`config.mk`:
```
export PLATFORM = sky130hd
export DESIGN_NAME = hazard_ctrl
export DESIGN_NICKNAME = d
export VERILOG_FILES = /design/src/rtl/hazard_pkg.sv /design/src/rtl/sat_counter.sv /design/src/rtl/hazard_ctrl.sv
export SDC_FILE = /design/constraint.sdc
export NUM_CORES = 1
export LEC_CHECK = 0
export BUFFER_PORTS_ARGS = -buffer_cell sky130_fd_sc_hd__buf_2
export CAP_MARGIN = 20
export CORE_AREA = 4 4 83 85
export DETAILED_ROUTE_END_ITERATION = 8
export DIE_AREA = 0 0 87 89
export GPL_TIMING_DRIVEN = 0
export PLACE_DENSITY = 0.65
export SLEW_MARGIN = 5
export SYNTH_ARGS = -nofsm -noshare
export SYNTH_HDL_FRONTEND = slang
export SYNTH_SLANG_ARGS = --single-unit
```
`constraint.sdc`:
```
create_clock -name clk -period 2 [get_ports clk]
set_input_delay 0.4 -clock clk [delete_from_list [all_inputs] [get_ports clk]]
set_output_delay 0.4 -clock clk [all_outputs]
set_load 0.01 [all_outputs]
```
`src/rtl/hazard_pkg.sv`:
```
`default_nettype none
// ============================================================================
//  Module      : hazard_pkg
//  Description : Shared types and constants for the pipeline hazard
//                controller: FSM state encoding, the hard-wired zero
//                register index, the multiply/divide down-counter width and a
//                helper that detects a source/destination register match.
//  Revision    : 1.0 - initial release
// ============================================================================
package hazard_pkg;

    // Two-state controller: normal issue, or held while mul/div occupies EX.
    typedef enum logic [0:0] {
        RUN     = 1'b0,
        MD_BUSY = 1'b1
    } state_e;

    // Register 0 is hard-wired to zero, so writes to it never create a hazard.
    localparam logic [4:0] REG_ZERO = 5'd0;

    // Wide enough for the largest legal MD_LAT-2 reload value (13).
    localparam int MD_CNT_W = 4;

    // True when the ID instruction actually reads a source equal to dst.
    function automatic logic reg_match(input logic       uses,
                                       input logic [4:0] src,
                                       input logic [4:0] dst);
        return uses && (src == dst);
    endfunction

endpackage
`default_nettype wire

```
`src/rtl/sat_counter.sv`:
```
`default_nettype none
// ============================================================================
//  Module      : sat_counter
//  Description : Up-counter that increments by one per enabled cycle and
//                holds at all-ones instead of wrapping.
//  Ports       : clk   - clock, rising edge
//                rst   - asynchronous active-high reset, clears the count
//                inc   - increment request for this cycle
//                count - current count value
//  Revision    : 1.0 - initial release
// ============================================================================
module sat_counter #(
    parameter int W = 16
) (
    input  logic         clk,
    input  logic         rst,
    input  logic         inc,
    output logic [W-1:0] count
);

    logic [W-1:0] count_q;
    logic [W-1:0] count_d;

    always_comb begin
        count_d = count_q;
        if (inc && (count_q != {W{1'b1}})) begin
            count_d = count_q + {{(W-1){1'b0}}, 1'b1};
        end
    end

    always_ff @(posedge clk or posedge rst) begin
        if (rst) begin
            count_q <= '0;
        end else begin
            count_q <= count_d;
        end
    end

    assign count = count_q;

endmodule
`default_nettype wire

```
`src/rtl/hazard_ctrl.sv`:
```
`default_nettype none
// ============================================================================
//  Module      : hazard_ctrl
//  Description : Pipeline hazard controller. Detects load-use hazards,
//                flushes IF/ID on taken branches and, when built with the
//                HAZARD_MULDIV_EN macro, holds the front end while a
//                multi-cycle multiply/divide occupies EX. Keeps saturating
//                counts of stall cycles and branch flushes.
//  Config      : `define HAZARD_MULDIV_EN to build the MD_BUSY state and its
//                down-counter; otherwise id_md_start is ignored and md_busy
//                is tied low (all ports remain).
//  Ports       : clk, rst          - clock / asynchronous active-high reset
//                id_rs, id_rt      - source fields of the ID instruction
//                id_uses_rs/rt     - ID instruction reads Rs / Rt
//                id_md_start       - ID instruction is a multiply/divide
//                ex_mem_read       - ID/EX holds a load
//                ex_rt             - destination of the ID/EX instruction
//                ex_branch_taken   - branch resolved taken in EX
//                pc_write          - PC update enable
//                ifid_write        - IF/ID load enable
//                ifid_flush        - clear IF/ID to NOP
//                idex_bubble       - zero control fields entering ID/EX
//                md_busy           - multiply/divide unit occupied
//                stall_cnt         - saturating stall-cycle count
//                flush_cnt         - saturating taken-branch flush count
//  Revision    : 1.0 - initial release
// ============================================================================
module hazard_ctrl
    import hazard_pkg::*;
#(
    parameter int MD_LAT = 4,
    parameter int CNT_W  = 16
) (
    input  logic             clk,
    input  logic             rst,
    input  logic [4:0]       id_rs,
    input  logic [4:0]       id_rt,
    input  logic             id_uses_rs,
    input  logic             id_uses_rt,
    input  logic             id_md_start,
    input  logic             ex_mem_read,
    input  logic [4:0]       ex_rt,
    input  logic             ex_branch_taken,
    output logic             pc_write,
    output logic             ifid_write,
    output logic             ifid_flush,
    output logic             idex_bubble,
    output logic             md_busy,
    output logic [CNT_W-1:0] stall_cnt,
    output logic [CNT_W-1:0] flush_cnt
);

    logic w_load_use;
    logic w_busy;
    logic w_stall_inc;
    logic w_flush_inc;

    // A load targeting register 0 never produces a value worth waiting for.
    always_comb begin
        w_load_use = ex_mem_read && (ex_rt != REG_ZERO) &&
                     (reg_match(id_uses_rs, id_rs, ex_rt) ||
                      reg_match(id_uses_rt, id_rt, ex_rt));
    end

`ifdef HAZARD_MULDIV_EN
    // The start cycle itself flows normally, so the busy window is MD_LAT-1
    // cycles: reload with MD_LAT-2 and leave when the counter reads zero.
    localparam logic [MD_CNT_W-1:0] MD_RELOAD = MD_CNT_W'(MD_LAT - 2);

    state_e              state_q;
    state_e              state_d;
    logic [MD_CNT_W-1:0] md_cnt_q;
    logic [MD_CNT_W-1:0] md_cnt_d;

    always_comb begin
        state_d  = state_q;
        md_cnt_d = md_cnt_q;
        case (state_q)
            RUN: begin
                // Branch and load-use both outrank a new mul/div issue.
                if (!ex_branch_taken && !w_load_use && id_md_start) begin
                    state_d  = MD_BUSY;
                    md_cnt_d = MD_RELOAD;
                end
            end
            MD_BUSY: begin
                if (md_cnt_q == '0) begin
                    state_d = RUN;
                end else begin
                    md_cnt_d = md_cnt_q - {{(MD_CNT_W-1){1'b0}}, 1'b1};
                end
            end
            default: begin
                state_d  = RUN;
                md_cnt_d = '0;
            end
        endcase
    end

    always_ff @(posedge clk or posedge rst) begin
        if (rst) begin
            state_q  <= RUN;
            md_cnt_q <= '0;
        end else begin
            state_q  <= state_d;
            md_cnt_q <= md_cnt_d;
        end
    end

    assign w_busy = (state_q == MD_BUSY);
`else
    // Mul/div support not built: keep the port, discard its value.
    logic unused_md_cfg;
    assign unused_md_cfg = id_md_start ^ MD_LAT[0];
    assign w_busy        = 1'b0;
`endif

    // Outputs are Mealy in RUN: they react to this cycle's branch/hazard.
    always_comb begin
        pc_write    = 1'b1;
        ifid_write  = 1'b1;
        ifid_flush  = 1'b0;
        idex_bubble = 1'b0;
        md_busy     = 1'b0;
        w_stall_inc = 1'b0;
        w_flush_inc = 1'b0;
        if (rst) begin
            // Hold the front end and inject NOPs until reset is released.
            pc_write    = 1'b0;
            ifid_write  = 1'b0;
            ifid_flush  = 1'b1;
            idex_bubble = 1'b1;
        end else if (w_busy) begin
            pc_write    = 1'b0;
            ifid_write  = 1'b0;
            idex_bubble = 1'b1;
            md_busy     = 1'b1;
            w_stall_inc = 1'b1;
        end else if (ex_branch_taken) begin
            // Redirect fetch and kill both younger instructions.
            ifid_flush  = 1'b1;
            idex_bubble = 1'b1;
            w_flush_inc = 1'b1;
        end else if (w_load_use) begin
            pc_write    = 1'b0;
            ifid_write  = 1'b0;
            idex_bubble = 1'b1;
            w_stall_inc = 1'b1;
        end
    end

    sat_counter #(
        .W(CNT_W)
    ) u_stall_cnt (
        .clk  (clk),
        .rst  (rst),
        .inc  (w_stall_inc),
        .count(stall_cnt)
    );

    sat_counter #(
        .W(CNT_W)
    ) u_flush_cnt (
        .clk  (clk),
        .rst  (rst),
        .inc  (w_flush_inc),
        .count(flush_cnt)
    );

endmodule
`default_nettype wire

```
==> impl_metrics.toml, run 1 <==
[detailed_routing]
via_per_inst = 4.64
drt_iter0_drc = 14
drtAntennaViolNets = 0
wire_per_inst_um = 13.2
route.detailed.drc = 0
wirelength_um = 4230
firstDrtPassIters = 4
vias = 1490

[finish]
drive_above_1_share_pct = 38.5
syn2layout_area_growth_pct = 34.1
final_cells = 321
final_cell_mix = "53 x buf_2, 35 x xnor2_1, 32 x dfrtp_1, 16 x nand2_1, 14 x buf_4"
final_common_cell = "buf_2"
antenna_cells = 0
multi_input_area_um2 = 971
regArea_um2 = 801
nets = 267
fillers = 614

[synthesis]
async_reset_ff_share_pct = 100
ys_seq_area_share_pct = 44.5
syn_nets = 192
ys.flop_type = "dfrtp_1"
yosysWarnings = 0
syn_avg_cell_area_um2 = 10.7
yosys.cell_types.count = 36
synth_edf_count = 0
syn_area_um2 = 1800
ys_seq_elements = 32
syn_inst = 168

[critical_path]
worst-setup-path-type = "input pin to primary output"
cp-end-kind = "primary output"
cp.arrival_ps = 1670
crit_buf_inv = 3
slowest_delay_ps = 530
startpoint_type = "input pin"
cp_max_fo = 3
cp_cell_sequence = "buf_8 -> or4_4 -> or2_4 -> buf_4 -> nand3_2 -> nand2_1 -> buf_2"
crit_family = "simple AND/OR/NAND/NOR gates"
cp_slowest_cell = "or4_4"
worst_ep_required_time_ps = 1600

[floorplanning]
die_area_um2 = 7740
initial_core_util_pct = 29.0
fp.dieW_um = 87
row_count = 29
io_pins = 59
die_h_um = 89
core_area_um2 = 6200

[clock_tree]
cts-htree-levels = 2
clkSinkCount = 32
hold_buffers = 0
path_clk_slew_ps = 70
clk-insertion-delay-late_ps = 280
cts_tree = "done"
cts_buffers = 5
cts.path.max_buffers = 2
root_buffer = "clkbuf_8"

[timing]
setup_viol = 3
worst_slack_ps = -70.9
rsz0062_at_grt = "yes"
slew_violations = 0
period_needed_ps = 2070
worst_clock_skew_ps = 5.20
min_period_over_period_pct = 104
worst_pin_slew_ps = 774
fmax_mhz = 483
hold_viol_final = 0
slew_headroom_pct = 48.3

[power_and_ir_drop]
switching_share_pct = 29.2
power.density_nw_per_um2 = 672
irDropWorstVdd_uv = 373
switchingPower_w = 0.000474
intPower_w = 0.00115
clockPowerShare_pct = 31.5
combPwrFrac_pct = 20.4
p_leak_nw = 1.19
p_seq_share_pct = 48.1

[global_routing]
grt_remaining_overflow = 0
grt_pass1_vias = 1524
antenna_found_initial = 0
grt_max_degree = 35
grt_usage_pct = 11.5
grt_first_pass_wirelength_um = 7080

[worst_hold_path]
worstHoldPathType = "input pin to async pin"

[outcome]
violations = "negative setup slack"
outcome = "finished, violations left"

[job]
drv_cap = 0

[placement]
dp.cells = 301
place_ws_ps = -397
gp_congestion = 0.751
hpwlAfterDp_um = 3170
io_buffer_count = 56
-- power groups by stage --
stage / Sequential [W] / Combinational [W] / Clock (W)
finish: 0.000780 / 0.000332 / 0.000511
global route: 0.000791 / 0.000380 / 0.000560
CTS: 0.000780 / 0.000318 / 0.000526
detailed placement: 0.000791 / 0.000305 / 0
global placement: 0.000791 / 0.000296 / 0
floorplan: 0.000809 / 0.000147 / 0
-- worst paths after layout --
kind | start | endpoint | slack [ps] | cells after the start
hold / removal | rst | u_flush_cnt.count[5] | 290 | 2
setup / recovery | ex_rt[1] | idex_bubble | -70 | 7
max in group asynchronous | rst | u_stall_cnt.count[10] | 1280 | 2
setup reg to reg | u_stall_cnt.count[1] | u_stall_cnt.count[1] | 80 | 6
min in group clk | ex_branch_taken | u_flush_cnt.count[0] | 490 | 3
hold reg to reg | u_flush_cnt.count[12] | u_flush_cnt.count[12] | 490 | 1
-- routing by layer --
| metal | vias to the layer above | GRT usage [%] | share of wire, % |
|---|---|---|---|
| met4 | 0 | 3.40 | 0.52 |
| li1 | 732 | - | - |
| met3 | 2 | 3.41 | 6.7 |
| met2 | 35 | 19.5 | 50 |
| met1 | 721 | 14.1 | 43 |
| met5 | - | 0 | 0 |
-- what timing repair did --
| action | CTS | global route |
|---|---|---|
| setup endpoints to repair | 3 | 9 |
| resized for setup | 8 | 6 |
| pin swaps | 5 | 4 |
| setup buffers | 2 | 10 |
| hold endpoints to repair | 0 | 0 |
-- flip-flops by register name, indices dropped and copies added (netlist names) --
signal / cells
u_stall_cnt.count: 16
u_flush_cnt.count: 16
-- cells in the mapped netlist (2+ instances only) --
cell / count / area [µm²]
and2_1: 3 / 18.8
and3_1: 5 / 31.3
and4_1: 2 / 17.5
buf_4: 3 / 22.5
dfrtp_1: 32 / 801
ha_1: 2 / 25.0
inv_1: 9 / 33.8
nand2_1: 16 / 60.1
nand3_1: 14 / 70.1
nand4_1: 13 / 81.3
nor2_1: 5 / 18.8
nor3_1: 2 / 10.0
xnor2_1: 35 / 307
xor2_1: 5 / 43.8
-- logic make-up (layout without fill, tap and decap cells) --
kind of cell | after synthesis | count (layout) | share of synthesized area, %
simple gates | 72 | 72 | 24.3
compound gates | 8 | 8 | 6.19
xor+xnor | 40 | 40 | 19.5
other cells | 1 | 1 | 0.208
flops | 32 | 32 | 44.5
buf+inv | 12 | 88 | 3.13
fa+ha+maj | 2 | 2 | 1.39
mux | 1 | 1 | 0.834
-- metrics by stage --
step           util, %  cell area (µm²)  TNS (ps)  hold WS, ps  power, W
6_report          38.9             2410      -139          287   0.00162
5_1_grt           38.9             2410      -303          354   0.00173
4_1_cts           37.4             2320      -101          303   0.00162
3_5_place_dp      35.3             2190     -1010          482   0.00110
3_3_place_gp      35.3             2190      -979          478   0.00109
2_1_floorplan        -             1810     -2.46          348  0.000956
-- area by class of cell --
class | count | share of cell area (%)
buffer | 3 | 1.09
inverter | 9 | 1.55
timing repair buffer | 68 | 16.3
clock buffer | 8 | 3.73
tap | 77 | 3.99
multi-input combinational | 124 | 40.2
sequential | 32 | 33.2
Power figures use the tool's default switching activity.
==> run 2: changes to the inputs <==
BUFFER_PORTS_ARGS = -buffer_cell sky130_fd_sc_hd__buf_4   (was -buffer_cell sky130_fd_sc_hd__buf_2)
PLACE_DENSITY = 0.55   (was 0.65)
==> run 2 against run 1 <==
  * The run still ends with negative setup slack left
  * Total power increased by 2.1%
  * Fmax about the same
  * Flip-flop and latch count unchanged
  * Non-clock buffer count decreased by 7
  * Hold slack got worse by 0.81 ps
  * Clock power about the same
  * Combinational power increased by 9.0%
  * Final cell count decreased by 2.2%
  * Core utilization increased by 1.2 points
  * Die area unchanged
  * First-iteration DRC count increased to 2.7 times the previous value
  * Highest routed layer unchanged
==> impl_metrics.toml, run 2 (synthesis results as in run 1) <==
[detailed_routing]
vias = 1471
firstDrtPassIters = 2
wirelength_um = 4300
route.detailed.drc = 0
wire_per_inst_um = 13.7
drtAntennaViolNets = 0
via_per_inst = 4.68
drt_iter0_drc = 38

[placement]
gp_congestion = 0.738
place_ws_ps = -427
hpwlAfterDp_um = 3250
io_buffer_count = 56

[critical_path]
worst_ep_required_time_ps = 1600
cp.arrival_ps = 1670
slowest_delay_ps = 530
ff2ff_setup_slack_ps = 110
cp_cell_sequence = "buf_8 -> or4_4 -> or2_4 -> a41oi_2 -> buf_4 -> buf_6"
cp_slowest_cell = "or4_4"
startpoint_type = "input pin"
cp_max_fo = 3
reg2reg_to = "u_stall_cnt.count[1]"
cp-end-kind = "primary output"
crit-reg2reg-launch = "u_stall_cnt.count[1]"
r2r_cells = 6
worst-setup-path-type = "input pin to primary output"

[outcome]
violations = "negative setup slack"
outcome = "finished, violations left"

[floorplanning]
initial_core_util_pct = 29.0
core_area_um2 = 6200
io_pins = 59
row_count = 29
die_h_um = 89
die_area_um2 = 7740
fp.dieW_um = 87

[clock_tree]
cts_tree = "done"
cts_buffers = 5
root_buffer = "clkbuf_8"
hold_buffers = 0
cts-htree-levels = 2
clkSinkCount = 32
clk-insertion-delay-late_ps = 280
cts.path.max_buffers = 2
path_clk_slew_ps = 70

[global_routing]
grt_usage_pct = 11.4
grt_remaining_overflow = 0
grt_max_degree = 35
grt_first_pass_wirelength_um = 6990
grt_pass1_vias = 1451
antenna_found_initial = 0

[worst_hold_path]
worstHoldPathType = "input pin to async pin"

[timing]
worst_slack_ps = -72.7
setup_viol = 1
rsz0062_at_grt = "yes"
worst_clock_skew_ps = 3.76
period_needed_ps = 2070
min_period_over_period_pct = 104
hold_viol_final = 0
slew_headroom_pct = 48.3
whs_ps = 286
setup_tns_ps = -72.7
worst_pin_slew_ps = 774
slew_violations = 0
fmax_mhz = 482

[power_and_ir_drop]
power.density_nw_per_um2 = 665
p_leak_nw = 1.17
finalPower_w = 0.00166
irDropWorstVdd_uv = 452

[finish]
drive_above_1_share_pct = 35.9
antenna_cells = 0
final_common_cell = "buf_4"
final_cell_mix = "60 x buf_4, 35 x xnor2_1, 32 x dfrtp_1, 16 x nand2_1, 14 x nand3_1"
nets = 260
syn2layout_area_growth_pct = 38.2

[job]
drv_cap = 0
[run 2: area by class of cell]
type                       instances  area (µm²)
multi-input combinational        124         963
inverter                           9        37.5
buffer                             3        26.3
clock buffer                       8        90.1
sequential                        32         801
tap                               77        96.3
timing repair buffer              61         473
fill                             630        3720
[run 2: what timing repair did]
item,CTS,global route
setup buffers,2,3
gates resized for setup,6,3
gates cloned,0,0
pin swaps,4,4
endpoints found under the setup margin,3,9
[run 2: critical path, delay by kind of cell]
family | cells | cell delay, ps
AO/OA/AOI/OAI | 1 | 150
AND/OR/NAND/NOR | 2 | 780
buffers and inverters | 3 | 340
[run 2: where the power goes]
part | switching (W) | leakage, nW | total, W | internal [W]
registers | 0.0000718 | 0.438 | 0.000779 | 0.000707
logic | 0.000166 | 0.687 | 0.000362 | 0.000196
clock network | 0.000234 | 0.0455 | 0.000514 | 0.000281
[run 2: worst max path at each step]
stage                     endpoint      from  slack [ps]
after global placement    pc_write  ex_rt[4]        -420
final                     pc_write  ex_rt[4]         -70
after CTS                 pc_write  ex_rt[4]        -140
after global routing      pc_write  ex_rt[4]        -120
after detailed placement  pc_write  ex_rt[4]        -430
after floorplan           pc_write  ex_rt[1]          -2
[run 2: layer usage]
metal	vias up	part of all wire (%)	global-route usage [%]
met3	4	5.3	3.23
met4	0	0.58	2.97
met2	33	49	18.8
met1	712	45	14.6
li1	722	-	-
met5	-	0	0
[run 2: per-stage QoR]
step	utilization, %	cell area [µm²]	cells
2_1_floorplan	-	1810	168
3_3_place_gp	37.5	2330	301
3_5_place_dp	37.5	2330	301
4_1_cts	39.6	2460	311
5_1_grt	40.1	2490	314
6_report	40.1	2490	314
